## src/rtl/comp_pkg.sv

```systemverilog
// Shared defaults and lane-packing helpers for the comp_pipe comparator.
package comp_pkg;

    localparam int DEF_DATAWIDTH = 16;
    localparam int DEF_LANES     = 4;
    localparam int DEF_CNTWIDTH  = 16;
    localparam int DEF_BUSWIDTH  = DEF_LANES * DEF_DATAWIDTH;

    // Largest value eq_count can hold before it sticks.
    localparam logic [DEF_CNTWIDTH-1:0] DEF_EQ_SAT = {DEF_CNTWIDTH{1'b1}};

    // Lane i occupies bus bits [lane_lsb(i) +: width].
    function automatic int lane_lsb(input int lane, input int width);
        return lane * width;
    endfunction

endpackage

```

## src/rtl/comp_lane.sv

```systemverilog
// Combinational single-lane magnitude compare, signed or unsigned per mode.
module comp_lane #(
    parameter int DATAWIDTH = 16
) (
    input  logic [DATAWIDTH-1:0] a,
    input  logic [DATAWIDTH-1:0] b,
    input  logic                 signed_mode,
    output logic                 gt,
    output logic                 lt,
    output logic                 eq
);

    // One extra bit lets a single signed compare serve both modes:
    // sign-extend in signed mode, zero-extend in unsigned mode.
    logic signed [DATAWIDTH:0] a_x;
    logic signed [DATAWIDTH:0] b_x;

    assign a_x = {signed_mode & a[DATAWIDTH-1], a};
    assign b_x = {signed_mode & b[DATAWIDTH-1], b};

    assign gt = (a_x > b_x);
    assign lt = (a_x < b_x);
    assign eq = (a_x == b_x);

endmodule

```

## src/rtl/comp_pipe.sv

```systemverilog
// Two-stage multi-lane comparator with valid/ready flow control and a
// saturating counter of delivered all-lanes-equal results.
module comp_pipe
    import comp_pkg::*;
#(
    parameter int DATAWIDTH = DEF_DATAWIDTH,
    parameter int LANES     = DEF_LANES,
    parameter int CNTWIDTH  = DEF_CNTWIDTH
) (
    input  logic                       Clk,
    input  logic                       Rst,
    input  logic                       in_valid,
    output logic                       in_ready,
    input  logic [LANES*DATAWIDTH-1:0] a,
    input  logic [LANES*DATAWIDTH-1:0] b,
    input  logic                       signed_mode,
    output logic                       out_valid,
    input  logic                       out_ready,
    output logic [LANES-1:0]           gt,
    output logic [LANES-1:0]           lt,
    output logic [LANES-1:0]           eq,
    output logic                       all_eq,
    output logic                       any_gt,
    input  logic                       clr_cnt,
    output logic [CNTWIDTH-1:0]        eq_count
);

    localparam logic [CNTWIDTH-1:0] EQ_SAT = {CNTWIDTH{1'b1}};

    logic                       s1_en;
    logic                       s2_en;

    logic                       vld_p1;
    logic [LANES*DATAWIDTH-1:0] a_p1;
    logic [LANES*DATAWIDTH-1:0] b_p1;
    logic                       smode_p1;

    logic [LANES-1:0]           gt_c;
    logic [LANES-1:0]           lt_c;
    logic [LANES-1:0]           eq_c;

    logic                       vld_p2;
    logic [LANES-1:0]           gt_p2;
    logic [LANES-1:0]           lt_p2;
    logic [LANES-1:0]           eq_p2;
    logic                       all_eq_p2;
    logic                       any_gt_p2;

    logic [CNTWIDTH-1:0]        cnt;

    function automatic logic [CNTWIDTH-1:0] sat_inc(input logic [CNTWIDTH-1:0] v);
        return (v == EQ_SAT) ? v : v + CNTWIDTH'(1);
    endfunction

    // A stage may load when the stage after it will be free this edge.
    assign s2_en    = !vld_p2 || out_ready;
    assign s1_en    = s2_en || !vld_p1;
    assign in_ready = s1_en;

    // ---- stage 1: capture transaction ----
    always_ff @(posedge Clk or negedge Rst) begin
        if (!Rst) begin
            vld_p1 <= 1'b0;
        end else if (s1_en) begin
            vld_p1 <= in_valid;
        end
    end

    always_ff @(posedge Clk) begin
        if (s1_en && in_valid) begin
            a_p1     <= a;
            b_p1     <= b;
            smode_p1 <= signed_mode;
        end
    end

    for (genvar i = 0; i < LANES; i++) begin : g_lane
        comp_lane #(
            .DATAWIDTH(DATAWIDTH)
        ) u_lane (
            .a          (a_p1[lane_lsb(i, DATAWIDTH) +: DATAWIDTH]),
            .b          (b_p1[lane_lsb(i, DATAWIDTH) +: DATAWIDTH]),
            .signed_mode(smode_p1),
            .gt         (gt_c[i]),
            .lt         (lt_c[i]),
            .eq         (eq_c[i])
        );
    end

    // ---- stage 2: register compare results ----
    // Bubbles load all-zero flags so idle outputs stay clean.
    always_ff @(posedge Clk or negedge Rst) begin
        if (!Rst) begin
            vld_p2    <= 1'b0;
            gt_p2     <= '0;
            lt_p2     <= '0;
            eq_p2     <= '0;
            all_eq_p2 <= 1'b0;
            any_gt_p2 <= 1'b0;
        end else if (s2_en) begin
            vld_p2    <= vld_p1;
            gt_p2     <= vld_p1 ? gt_c : '0;
            lt_p2     <= vld_p1 ? lt_c : '0;
            eq_p2     <= vld_p1 ? eq_c : '0;
            all_eq_p2 <= vld_p1 && (&eq_c);
            any_gt_p2 <= vld_p1 && (|gt_c);
        end
    end

    // Clear has priority over a coincident increment.
    always_ff @(posedge Clk or negedge Rst) begin
        if (!Rst) begin
            cnt <= '0;
        end else if (clr_cnt) begin
            cnt <= '0;
        end else if (vld_p2 && out_ready && all_eq_p2) begin
            cnt <= sat_inc(cnt);
        end
    end

    assign out_valid = vld_p2;
    assign gt        = gt_p2;
    assign lt        = lt_p2;
    assign eq        = eq_p2;
    assign all_eq    = all_eq_p2;
    assign any_gt    = any_gt_p2;
    assign eq_count  = cnt;

endmodule

```

## config.mk

```make
export PLATFORM = sky130hd
export DESIGN_NAME = comp_pipe
export DESIGN_NICKNAME = d
export VERILOG_FILES = /design/src/rtl/comp_pkg.sv /design/src/rtl/comp_lane.sv /design/src/rtl/comp_pipe.sv
export SDC_FILE = /design/constraint.sdc
export NUM_CORES = 1
export LEC_CHECK = 0
export CELL_PAD_IN_SITES_DETAIL_PLACEMENT = 1
export CELL_PAD_IN_SITES_GLOBAL_PLACEMENT = 1
export CORE_UTILIZATION = 43
export DETAILED_ROUTE_END_ITERATION = 6
export PLACE_DENSITY_LB_ADDON = 0.1
export SLEW_MARGIN = 10
export SYNTH_ARGS = -nofsm -noshare
export SYNTH_HDL_FRONTEND = slang
export SYNTH_SLANG_ARGS = --single-unit
```

## constraint.sdc

```tcl
create_clock -name Clk -period 8.36 [get_ports Clk]
set_clock_uncertainty 0.1 [all_clocks]
set_input_delay 0.836 -clock Clk [delete_from_list [all_inputs] [get_ports Clk]]
set_output_delay 0.836 -clock Clk [all_outputs]
set_load 0.01 [all_outputs]
```

; ---- After elaboration in Yosys (flattened, before gate mapping)
; Index checks and enable logic that the tools add are counted.
[word_totals]
regBits = 161
output_inout_bits = 32
word_cells = 53
[classes]
add_sub_neg = 1
magnitude_cmp = 8
eq_ne = 6
mux = 6
bitwise_logic = 8
reduce_logical = 13
[op_table]
columns = op, n
row1 = 17-bit == test, 4
row2 = 17-bit > comparator, 4
row3 = 17-bit < comparator, 4
row4 = 16-bit 2-to-1 mux, 3
row5 = "16-bit by 1-bit adder with 16-bit output, second input constant", 1
row6 = "16-bit == test, second input constant", 1
row7 = 4-bit 2-to-1 mux, 3
row8 = 1-bit AND, 8
row9 = 1-bit logical AND, 5
row10 = 4-bit AND reduction, 1
row11 = 4-bit OR reduction, 1
row12 = 1-bit zero test, 2
row13 = 1-bit logical OR, 2
row14 = "2-bit inequality test, second input constant", 1
row15 = 2-bit AND reduction, 1
row16 = 2-bit nonzero test, 1

; ---- Longest topological paths before layout
; Gate-level depths: netlist of run 1.
[depth]
ltp_word = 4
mapped_depth = 9
depth_no_buf = 9

; ---- Cells and area by module
; A second synthesis of run 1 with hierarchy kept.
[unflattened]
hier_cells = 527
hier_area_um2 = 7189.4
[by_module_without_submodules]
columns = module, n_inst, cells_per_inst, area_per_inst_um2, seq_area_each_um2
row1 = comp_pipe, 1, 291, 5402.7, 4674.5
row2 = comp_lane, 4, 59, 446.7, 0.0

; ---- Worst setup path after synthesis of run 1
; OpenSTA, ideal clock, no wires.
[synth_timing]
kind = input to register
start = in out_ready
end = reg a_p1[0] (enable)
setup_time_ns = 0.504
t_arrival_ns = 4.190
path_slack_ns = 3.566
stages = 4
path_buffers = 1
path_cell_list = nor2b_1 clkbuf_1 nand2_1 and2_1
[synth_between]
elab_chain_len = 3
[synth_lines]
columns = element, line_no
row1 = start: declaration, comp_pipe.sv:18  ; input logic out_ready,
row2 = 1-bit logical OR, comp_pipe.sv:56  ; assign s2_en = !vld_p2 || out_ready;
row3 = 1-bit logical OR, comp_pipe.sv:57  ; assign s1_en = s2_en || !vld_p1;
row4 = net in_ready, comp_pipe.sv:13  ; output logic in_ready,
row5 = 1-bit logical AND, comp_pipe.sv:70  ; if (s1_en && in_valid) begin
row6 = end signal: assignment, comp_pipe.sv:71  ; a_p1 <= a;
row7 = end: declaration, comp_pipe.sv:34  ; logic [LANES*DATAWIDTH-1:0] a_p1;
; The timed path passes the listed nets, and every way through them passes these cells.
; A chain may end at the register's enable or synchronous reset.

; ---- Worst setup path in the final report of run 1
[layout_timing]
start = in out_ready
end = out in_ready
[layout_between]
elab_chain_len = 2
[layout_lines]
columns = element, line_no
row1 = 1-bit logical OR, comp_pipe.sv:56
row2 = 1-bit logical OR, comp_pipe.sv:57
row3 = end: declaration, comp_pipe.sv:13
; Every way passes these cells.

==> results.md, run 1 <==
* Status: finished, final reports clean
* Area of the mapped netlist at roughly 7000 um2
* Yosys reg bits at around 160
* Commonest cells after routing, fill and taps aside: 165 x clkdlybuf4s50_1, 129 x edfxtp_1, 65 x inv_1, 65 x ha_1, 35 x nand2_1
* Count of cell types in the netlist at between 40 and 50
* Worst Path Arrival at roughly 2.9 ns
* Clk sinks at around 160
* Total detailed-routing wirelength at roughly 15 mm
* Share of layout cells above drive strength 1 at 0.0589
* Unrepaired setup endpoints after global routing: false
* DR iter-0 viols at ~140
* Cells after Synth at between 500 and 600
* Total number of yosys warnings at 0
* Syn Area/Cell at approximately 14 um2
* Req. time, crit path at roughly 7.4 ns
* Row cnt at 46
* Max-slew headroom at 0.257
* Overflow after GRT at 0
* Met1 WL at between 6 and 7 mm
* H-tree depth at 4
* Die X-Extent at around 130 um
* First-pass GRT wire length at 24.4 mm
* WL per Instance at around 17 um
* Initial antenna violation count at 0
* Num CTS Buffers at 17
* CTS root buf: clkbuf_16
* Crit-path max FO at 18
* Max VDD drop at 153 uV
* Reg-to-reg startpoint: out_valid
* GPL Wtd Cong at about 0.74
* Path depth of the worst reg2reg path at 4
* WS Path Type: primary input to output pin
* End point of the critical path: in_ready
* Via count of the first global-routing pass at between 4000 and 5000
* Final Hold Viols at 0
* Fin crit period at 3.80 ns
* Final Core Density at 0.601
* Nets@finish at about 900
* Total die area at 16700 um2
* Max layer used: met4
* Reg2Reg Capture Point: a_p1[5]
* CTS resizes at 0
* Antenna diodes at 0
* Overall via count from detail_route at 4498
* Endpoints failing setup at 0
* CP startpoint: out_ready
* Setup tns final at 0 ns
* Measured slew at the worst slew-check pin at 1.11 ns
* Placed standard-cell area at slightly below 9000 um2
* # port buffers at about 170
* Area of the core at between 15000 and 20000 um2
* Commonest non-fill, non-tap cell in the layout: clkdlybuf4s50_1
* Overall Global Routing Usage at 0.198
* Largest net degree at the start of global routing at between 80 and 90
* Worst setup EP type: output pin
* Type of the most critical hold path: flip-flop to flip-flop
* Routed Antenna Nets at 0
* Reg2reg setup slack at between 5 and 6 ns
* Vias per cell at 4.93
* Final Cycle Share at 0.455
* WL met2 at approximately 8.2 mm
* Initial Utilization at 0.439
* Clk slew on worst S/H paths at around 0.060 ns
* Final Instance Area at between 9000 and 10000 um2
* Crit start category: primary input
* Synth Net Count at 700
* DP Wirelength at around 12 mm
* Max cap viols at 0
* Leakage at approximately 4 nW
* Sequential share of the synthesized area at 0.670
* CTS tree: yes
* Pwr dens at 211 nW/um2
* Longest Clk Path Bufs at 2
* Max Fclk at between 200 and 300 MHz
* Pre-Repair DR Iteration Count at 5
* # IOs at approximately 170
* Pins Over Slew Limit at 0
* Cts hold-fix bufs at 0
* Met3 Wirelength at roughly 800 um
* Worst-skew pair later-pin latency at between 0.4 and 0.5 ns
* Syn-to-layout area delta at 36.8%
* Post-CTS setup buffer count at 0
* Drt drc at 0
* Die Span Y at around 130 um
cells in the mapped netlist (all sizes together):
master | n | share of area
and4 | 4 | 0.0054
a21o | 9 | 0.0097
a21boi | 1 | 0.0011
nand4 | 14 | 0.015
o221ai | 1 | 0.0013
o21a | 1 | 0.0011
a211oi | 7 | 0.0075
nor3 | 5 | 0.0036
nor2 | 30 | 0.016
o2111a | 1 | 0.0016
a21oi | 14 | 0.010
nor4 | 3 | 0.0027
and2 | 3 | 0.0027
o31a | 1 | 0.0013
o31ai | 2 | 0.0029
o21ai | 17 | 0.012
buf | 1 | 0.00054
xor2 | 17 | 0.021
and3 | 3 | 0.0027
nand3 | 14 | 0.010
a2111oi | 2 | 0.0034
or4 | 1 | 0.0016
o311ai | 1 | 0.0013
clkbuf | 3 | 0.0016
dfrtp | 32 | 0.11
inv | 65 | 0.035
nand4bb | 1 | 0.0016
a22o | 1 | 0.0013
a22oi | 1 | 0.0011
nor2b | 5 | 0.0045
nand2 | 36 | 0.020
nand2b | 3 | 0.0027
o32ai | 1 | 0.0013
a221oi | 1 | 0.0013
a311oi | 1 | 0.0022
edfxtp | 129 | 0.56
xnor2 | 3 | 0.0038
or2 | 1 | 0.00090
ha | 65 | 0.12
a221o | 1 | 0.0014
registers in the layout (all words and copies together), names as in the netlist:
signal and count:
out_valid 1, gt 4, a_p1 64, eq 4, lt 4, eq_count 16, vld_p1 1, all_eq 1
any_gt 1, smode_p1 1, b_p1 64
worst max-delay path, cell delays in order:
cell and delay, ns:
clkdlybuf4s50_1 0.42, nor2b_1 0.86, nand2_1 0.21, clkdlybuf4s50_1 0.54
layer usage:
layer / vias to the layer above / GRT usage
met3: 24 / 0.0582
met4: 0 / 0.0782
met1: 2172 / 0.215
li1: 2186 / -
met2: 116 / 0.362
met5: - / 0
worst min path at each step:
| stage | from | slack, ns | endpoint | cells past startpoint |
|---|---|---|---|---|
| final | eq[1] | 0.37 | eq[1] | 2 |
| after detailed placement | eq[1] | 0.37 | eq[1] | 2 |
| after CTS | eq[1] | 0.38 | eq[1] | 2 |
| after global routing | gt[0] | 0.42 | gt[0] | 1 |
| after global placement | eq[1] | 0.37 | eq[1] | 2 |
| after floorplan | vld_p1 | 0.38 | out_valid | 1 |
metrics by stage:
stage	std cells	hold slack [ns]	power (mW)	worst slack, ns
floorplan	501	0.379	1.06	3.57
global placement	880	0.365	1.17	4.60
detailed placement	880	0.366	1.18	4.54
CTS	912	0.381	2.03	4.56
global route	912	0.417	2.09	4.36
finish	912	0.374	2.01	4.56
kinds of logic after synthesis:
group           count (synthesis)  synth area share
compound gates                 63            0.0617
xor+xnor                       20            0.0251
fa+ha+maj                      65             0.117
buf+inv                        69            0.0371
flops                         161             0.670
simple gates                  123            0.0890
report_power, final:
part | leakage [nW] | switching [mW] | internal, mW
logic | 1.94 | 0.102 | 0.115
registers | 1.67 | 0.0196 | 0.926
clock network | 0.304 | 0.319 | 0.529
total | 3.91 | 0.441 | 1.57
area by class of cell:
cell class	instances	area [um2]
Fill cell	1560	6350
Sequential cell	161	4670
Tap cell	216	270
Clock buffer	18	429
Multi-Input combinational cell	271	2040
Inverter	65	244
Timing Repair Buffer	167	1670
Clock inverter	14	213
Note: power is estimated with default switching activity, not from simulation.
==> run 2: changes to the inputs <==
--- a/config.mk
+++ b/config.mk
@@ -7,7 +7,7 @@
 export LEC_CHECK = 0
 export CELL_PAD_IN_SITES_DETAIL_PLACEMENT = 1
 export CELL_PAD_IN_SITES_GLOBAL_PLACEMENT = 1
-export CORE_UTILIZATION = 43
+export CORE_UTILIZATION = 36
 export DETAILED_ROUTE_END_ITERATION = 6
 export PLACE_DENSITY_LB_ADDON = 0.1
 export SLEW_MARGIN = 10
==> constraint.sdc (replaced) <==
create_clock -name Clk -period 3.3 [get_ports Clk]
set_clock_uncertainty 0.1 [all_clocks]
set_input_delay 0.33 -clock Clk [delete_from_list [all_inputs] [get_ports Clk]]
set_output_delay 0.33 -clock Clk [all_outputs]
set_load 0.01 [all_outputs]
==> run 2 against run 1 <==
- flip-flop and latch count unchanged
- sequential share of layout area about the same
- non-clock buffer count increased by 1
- total power increased by 140%
- cell count increased by 4.9%
- routed wire length decreased by 2.1%
- clock-buffer cell count unchanged
- register-to-register slack got worse by 4.5 ns
- critical endpoint is now any_gt
- largest cell class unchanged
- largest power group unchanged
- highest routed layer unchanged
==> results.md, run 2 (same netlist as run 1, synthesis figures left out) <==
* Status: finished, final reports clean
* First-pass GRT wire length at ~24 mm
* Leakage at 3.88 nW
* Worst setup EP type: flip-flop
* Total die area at 19900 um2
* Post-route worst setup slack at between 0.8 and 0.9 ns
* Fin cells at between 900 and 1000
* Die X-Extent at 141 um
* Total detailed-routing wirelength at roughly 15 mm
* CTS resizes at 0
* Setup tns final at 0 ns
* Register area at between 4000 and 5000 um2
* Pre-Repair DR Iteration Count at 4
* WS Path Type: flip-flop to flip-flop
* Max-slew headroom at 0.471
* Fillers at a little under 2000
* Initial antenna violation count at 0
* H-tree depth at 4
* Antenna diodes at 0
* CP Cell Sequence: ha_1 > a21oi_1 > o21ai_1 > a2111oi_2 > a211oi_1 > a311oi_2 > o32ai_1 > nand4bb_1
* WL per Instance at between 15 and 20 um
* CTS tree: yes
* Nets@finish at 883
* Reg2reg setup slack at 0.89 ns
* Clk sinks at 161
* Path depth of the worst reg2reg path at 8
* End point of the critical path: any_gt
* Fin crit period at 2.41 ns
* Worst-skew pair later-pin latency at 0.42 ns
* Req. time, crit path at about 3.5 ns
* CTS root buf: clkbuf_16
* Reg-to-reg startpoint: a_p1[12]
* Max Fclk at 414 MHz
* Share of layout cells above drive strength 1 at 0.0617
* Slowest stage cell, crit path: edfxtp_1
* Met3 Resource Use GR at 0.0380
* # IOs at around 170
* Worst path max stage delay at approximately 0.39 ns
* Longest Clk Path Bufs at 2
* Post-place setup slack at approximately 0.68 ns
* Num CTS Buffers at 17
* Row cnt at 50
* Syn-to-layout area delta at 36.7%
* Largest net degree at the start of global routing at 73
* Post-CTS setup buffer count at 0
* DP Wirelength at between 10 and 15 mm
* Overall Global Routing Usage at 0.163
* GPL Wtd Cong at 0.734
* Initial Utilization at 0.370
* Reg2Reg Capture Point: any_gt
* GRT busiest layer: met2
* # port buffers at 165
* Multi-input gate area in the final layout at between 2000 and 2500 um2
* Worst Path Arrival at around 2.6 ns
* Final Cycle Share at 0.732
* Via count of the first global-routing pass at 4940
* Area of the core at 18800 um2
* M1 GR Usage at 0.191
* Routed Antenna Nets at 0
* Crit-path max FO at 3
* Pins Over Slew Limit at 0
* Clk slew on worst S/H paths at about 0.070 ns
* Cts hold-fix bufs at 0
* DR iter-0 viols at about 150
* Vias per cell at between 4 and 5
* Commonest cells after routing, fill and taps aside: 165 x clkdlybuf4s50_1, 129 x edfxtp_1, 65 x inv_1, 65 x ha_1, 35 x nand2_1
* Max VDD drop at ~370 uV
* Final Hold Viols at 0
* Type of the most critical hold path: primary input to async pin
* Overflow after GRT at 0
* Commonest non-fill, non-tap cell in the layout: clkdlybuf4s50_1
* Dpl cells at slightly above 900
* Overall via count from detail_route at 4482
* Met2 track demand over resource at 0.289
* Crit start category: flip-flop
* Die Span Y at between 100 and 150 um
* Measured slew at the worst slew-check pin at a little under 0.8 ns
* Pwr dens at approximately 510 nW/um2
* CP startpoint: a_p1[12]
* Endpoints failing setup at 0
* Drt drc at 0
* Unrepaired setup endpoints after global routing: false
* Max cap viols at 0
[run 2: cell count changes in the layout (fill, tap and decap cells not counted)]
| cell | change |
|---|---|
| clkinv_4 | -1 |
| clkinv_1 | -1 |
| bufinv_16 | -4 |
| buf_12 | +1 |
| clkinv_2 | +1 |
| inv_6 | +5 |
[run 2: metrics by stage]
stage,cell area (um2),hold slack [ns],total power [mW],utilization
floorplan,6970,-0.0656,2.67,-
detailed placement,8970,0.362,3.00,0.476
global route,9530,0.253,5.03,0.506
global placement,8970,0.364,2.97,0.476
finish,9530,0.223,4.83,0.506
CTS,9530,0.223,4.91,0.506
[run 2: layer usage]
metal | vias up | routed length (um)
met5 | - | 0
met1 | 2182 | 6390
li1 | 2179 | -
met2 | 106 | 7800
met3 | 15 | 716
met4 | 0 | 201
[run 2: how the worst min path moves through the flow]
| stage | to | slack (ns) | depth (start not counted) |
|---|---|---|---|
| final | eq_count[15] | 0.22 | 2 |
| after global routing | eq_count[14] | 0.25 | 2 |
| after CTS | eq_count[14] | 0.22 | 2 |
| after detailed placement | eq[1] | 0.36 | 2 |
| after global placement | gt[3] | 0.36 | 2 |
| after floorplan | all_eq | -0.07 | 0 |
[run 2: report_power, final]
group          internal [mW]  switching (mW)  leakage [nW]
combinational          0.295           0.255          1.94
clock                   1.05           0.839         0.268
sequential              2.34          0.0457          1.67
total                   3.69            1.14          3.88
[run 2: critical path: cells and delay by family (launching register included)]
| family | cells | cell delay, ns |
|---|---|---|
| AO/OA/AOI/OAI | 6 | 1.27 |
| adder cells (fa/ha/maj) | 1 | 0.33 |
| flip-flops | 1 | 0.39 |
| AND/OR/NAND/NOR | 1 | 0.19 |
[run 2: area by class of cell]
cell class / count / area share
flip-flops and latches: 161 / 0.490
multi-input cells: 271 / 0.214
repair buffers: 168 / 0.177
clock buffers: 18 / 0.0450
well taps: 260 / 0.0341
inverters: 65 / 0.0256
clock inverters: 14 / 0.0135
==> run 3: changes to the inputs <==
--- a/config.mk
+++ b/config.mk
@@ -7,7 +7,7 @@
 export LEC_CHECK = 0
 export CELL_PAD_IN_SITES_DETAIL_PLACEMENT = 1
 export CELL_PAD_IN_SITES_GLOBAL_PLACEMENT = 1
-export CORE_UTILIZATION = 36
+export CORE_UTILIZATION = 40
 export DETAILED_ROUTE_END_ITERATION = 6
 export PLACE_DENSITY_LB_ADDON = 0.1
 export SLEW_MARGIN = 10
==> constraint.sdc (replaced) <==
create_clock -name Clk -period 2.4 [get_ports Clk]
set_clock_uncertainty 0.1 [all_clocks]
set_input_delay 0.24 -clock Clk [delete_from_list [all_inputs] [get_ports Clk]]
set_output_delay 0.24 -clock Clk [all_outputs]
set_load 0.01 [all_outputs]
==> run 3 against run 2 <==
- cell count decreased by 4.0%
- clock-buffer cell count increased by 1
- final area up 0.42%
- routed wire length grew 2.7%
- sequential share of layout area is 0.21 points lower
- combinational power is 44% higher
- critical path depth unchanged
- critical path type unchanged
- critical endpoint unchanged
- largest cell class unchanged
- largest power group unchanged
==> results.md, run 3 (same netlist as run 1, synthesis figures left out) <==
* Status: finished, final reports clean
* Req. time, crit path at roughly 2.6 ns
* Max Fclk at 432 MHz
* Clk sinks at roughly 160
* Worst path max stage delay at between 0.3 and 0.4 ns
* Fin cells at between 900 and 1000
* Final Instance Area at roughly 9600 um2
* Drt drc at 0
* Overall via count from detail_route at 4551
* Max VDD drop at 503 uV
* Commonest cells after routing, fill and taps aside: 165 x clkdlybuf4s50_1, 129 x edfxtp_1, 65 x inv_1, 65 x ha_1, 35 x nand2_1
* Cts hold-fix bufs at 0
* Register area at 4670 um2
* First-pass GRT wire length at 25.0 mm
* Dpl cells at about 900
* Crit start category: flip-flop
* Max cap viols at 0
* Pins Over Slew Limit at 0
* Max-slew headroom at 0.603
* CTS root buf: clkbuf_16
* Total detailed-routing wirelength at between 15 and 20 mm
* Crit-path max FO at 2
* GPL Wtd Cong at a little under 0.8
* Final Core Density at 0.569
* DP Wirelength at ~11 mm
* H-tree depth at 4
* Pre-Repair DR Iteration Count at 4
* Slowest stage cell, crit path: a311oi_2
* Clk slew on worst S/H paths at 0.07 ns
* Die X-Extent at 134 um
* WL per Instance at 16.9 um
* Multi-input gate area in the final layout at 2100 um2
* Antenna diodes at 0
* DR iter-0 viols at about 130
* CTS tree: yes
* # IOs at around 170
* Measured slew at the worst slew-check pin at 0.593 ns
* Row cnt at 47
* # port buffers at between 150 and 200
* Longest Clk Path Bufs at 2
* Fin crit period at 2.32 ns
* Worst-skew pair later-pin latency at around 0.43 ns
* Die Span Y at ~130 um
* Final Cycle Share at 0.965
* Routed Antenna Nets at 0
* Num CTS Buffers at 17
* Worst setup EP type: flip-flop
* Worst Path Arrival at between 2 and 3 ns
* Commonest non-fill, non-tap cell in the layout: clkdlybuf4s50_1
* Overall Global Routing Usage at 0.182
* Syn-to-layout area delta at 37.3%
* Fillers at approximately 1700
* Leakage at 3.89 nW
* Path depth of the worst reg2reg path at 8
* Initial antenna violation count at 0
* Total die area at roughly 18000 um2
* Type of the most critical hold path: primary input to async pin
* Vias per cell at about 5.0
* Final Hold Viols at 0
* CP Cell Sequence: ha_1 > a21oi_2 > nor2_1 > a2111oi_4 > a211oi_2 > a311oi_2 > o32ai_2 > nand4bb_1
* Placed standard-cell area at 8950 um2
* Nets@finish at just under 900
* Area of the core at 16800 um2
* Pwr dens at approximately 700 nW/um2
* Via count of the first global-routing pass at about 5100
* Post-CTS setup buffer count at 0
* Initial Utilization at 0.415
* WS Path Type: flip-flop to flip-flop
* Endpoints failing setup at 0
* Share of layout cells above drive strength 1 at 0.0758
* Reg2reg setup slack at roughly 0.084 ns
* Largest net degree at the start of global routing at 69
* Overflow after GRT at 0
[run 3: cell types whose count changed in the layout (fill, tap and decap cells not counted), moves of 2 or more]
| cell | previous run | this run |
|---|---|---|
| clkinv_2 | 3 | 0 |
| a21oi_1 | 14 | 12 |
| a21oi_2 | 0 | 2 |
| clkinvlp_4 | 3 | 5 |
[run 3: routing by layer]
layer  vias up  GRT usage  wire, um
li1       2187          -         -
met1      2241      0.210      6410
met2       113      0.333      8220
met3        10     0.0442       702
met4         0     0.0568       179
met5         -          0         0
[run 3: critical path: cells and delay by family, from the launching register on]
family,cells,cell delay [ns]
DFF,1,0.38
adders and majority gates,1,0.33
AOI/OAI and AO/OA,5,1.11
and+or+nand+nor,2,0.27
[run 3: power by group]
group,leakage [nW],total (mW),internal [mW],switching [mW]
registers,1.67,3.29,3.22,0.0665
clock network,0.258,2.60,1.45,1.15
logic,1.96,0.794,0.422,0.371
[run 3: metrics by stage]
stage | hold WS, ns | setup TNS [ns] | setup WS (ns) | power (mW)
6_report | 0.132 | 0 | 0.0844 | 6.68
5_1_grt | 0.152 | -0.0405 | -0.0394 | 6.96
4_1_cts | 0.125 | 0 | 0.0255 | 6.76
3_5_place_dp | 0.376 | -0.0233 | -0.0233 | 4.13
3_3_place_gp | 0.364 | 0 | 0.0701 | 4.08
2_1_floorplan | -0.156 | 0 | 0.0516 | 3.67
[run 3: final cells by class]
cell class              instances  area share
clock buffers                  19      0.0452
well taps                     220      0.0288
inverters                      65      0.0255
repair buffers                170       0.179
clock inverters                13      0.0135
multi-input cells             271       0.220
flip-flops and latches        161       0.488
[run 3: path summary, 6_finish.rpt]
| kind | startpoint | endpoint |
|---|---|---|
| max | a_p1[6] | any_gt |
| min | Rst | eq_count[15] |
| max reg2reg | a_p1[6] | any_gt |
| min reg2reg | gt[3] | gt[3] |
| max in group asynchronous | Rst | lt[2] |
| min in group Clk | a[45] | a_p1[45] |
[run 3: timing repair]
action,4_1_cts,5_1_grt
endpoints found under the setup margin,1,3
pin swaps,1,3
gates resized for setup,1,10
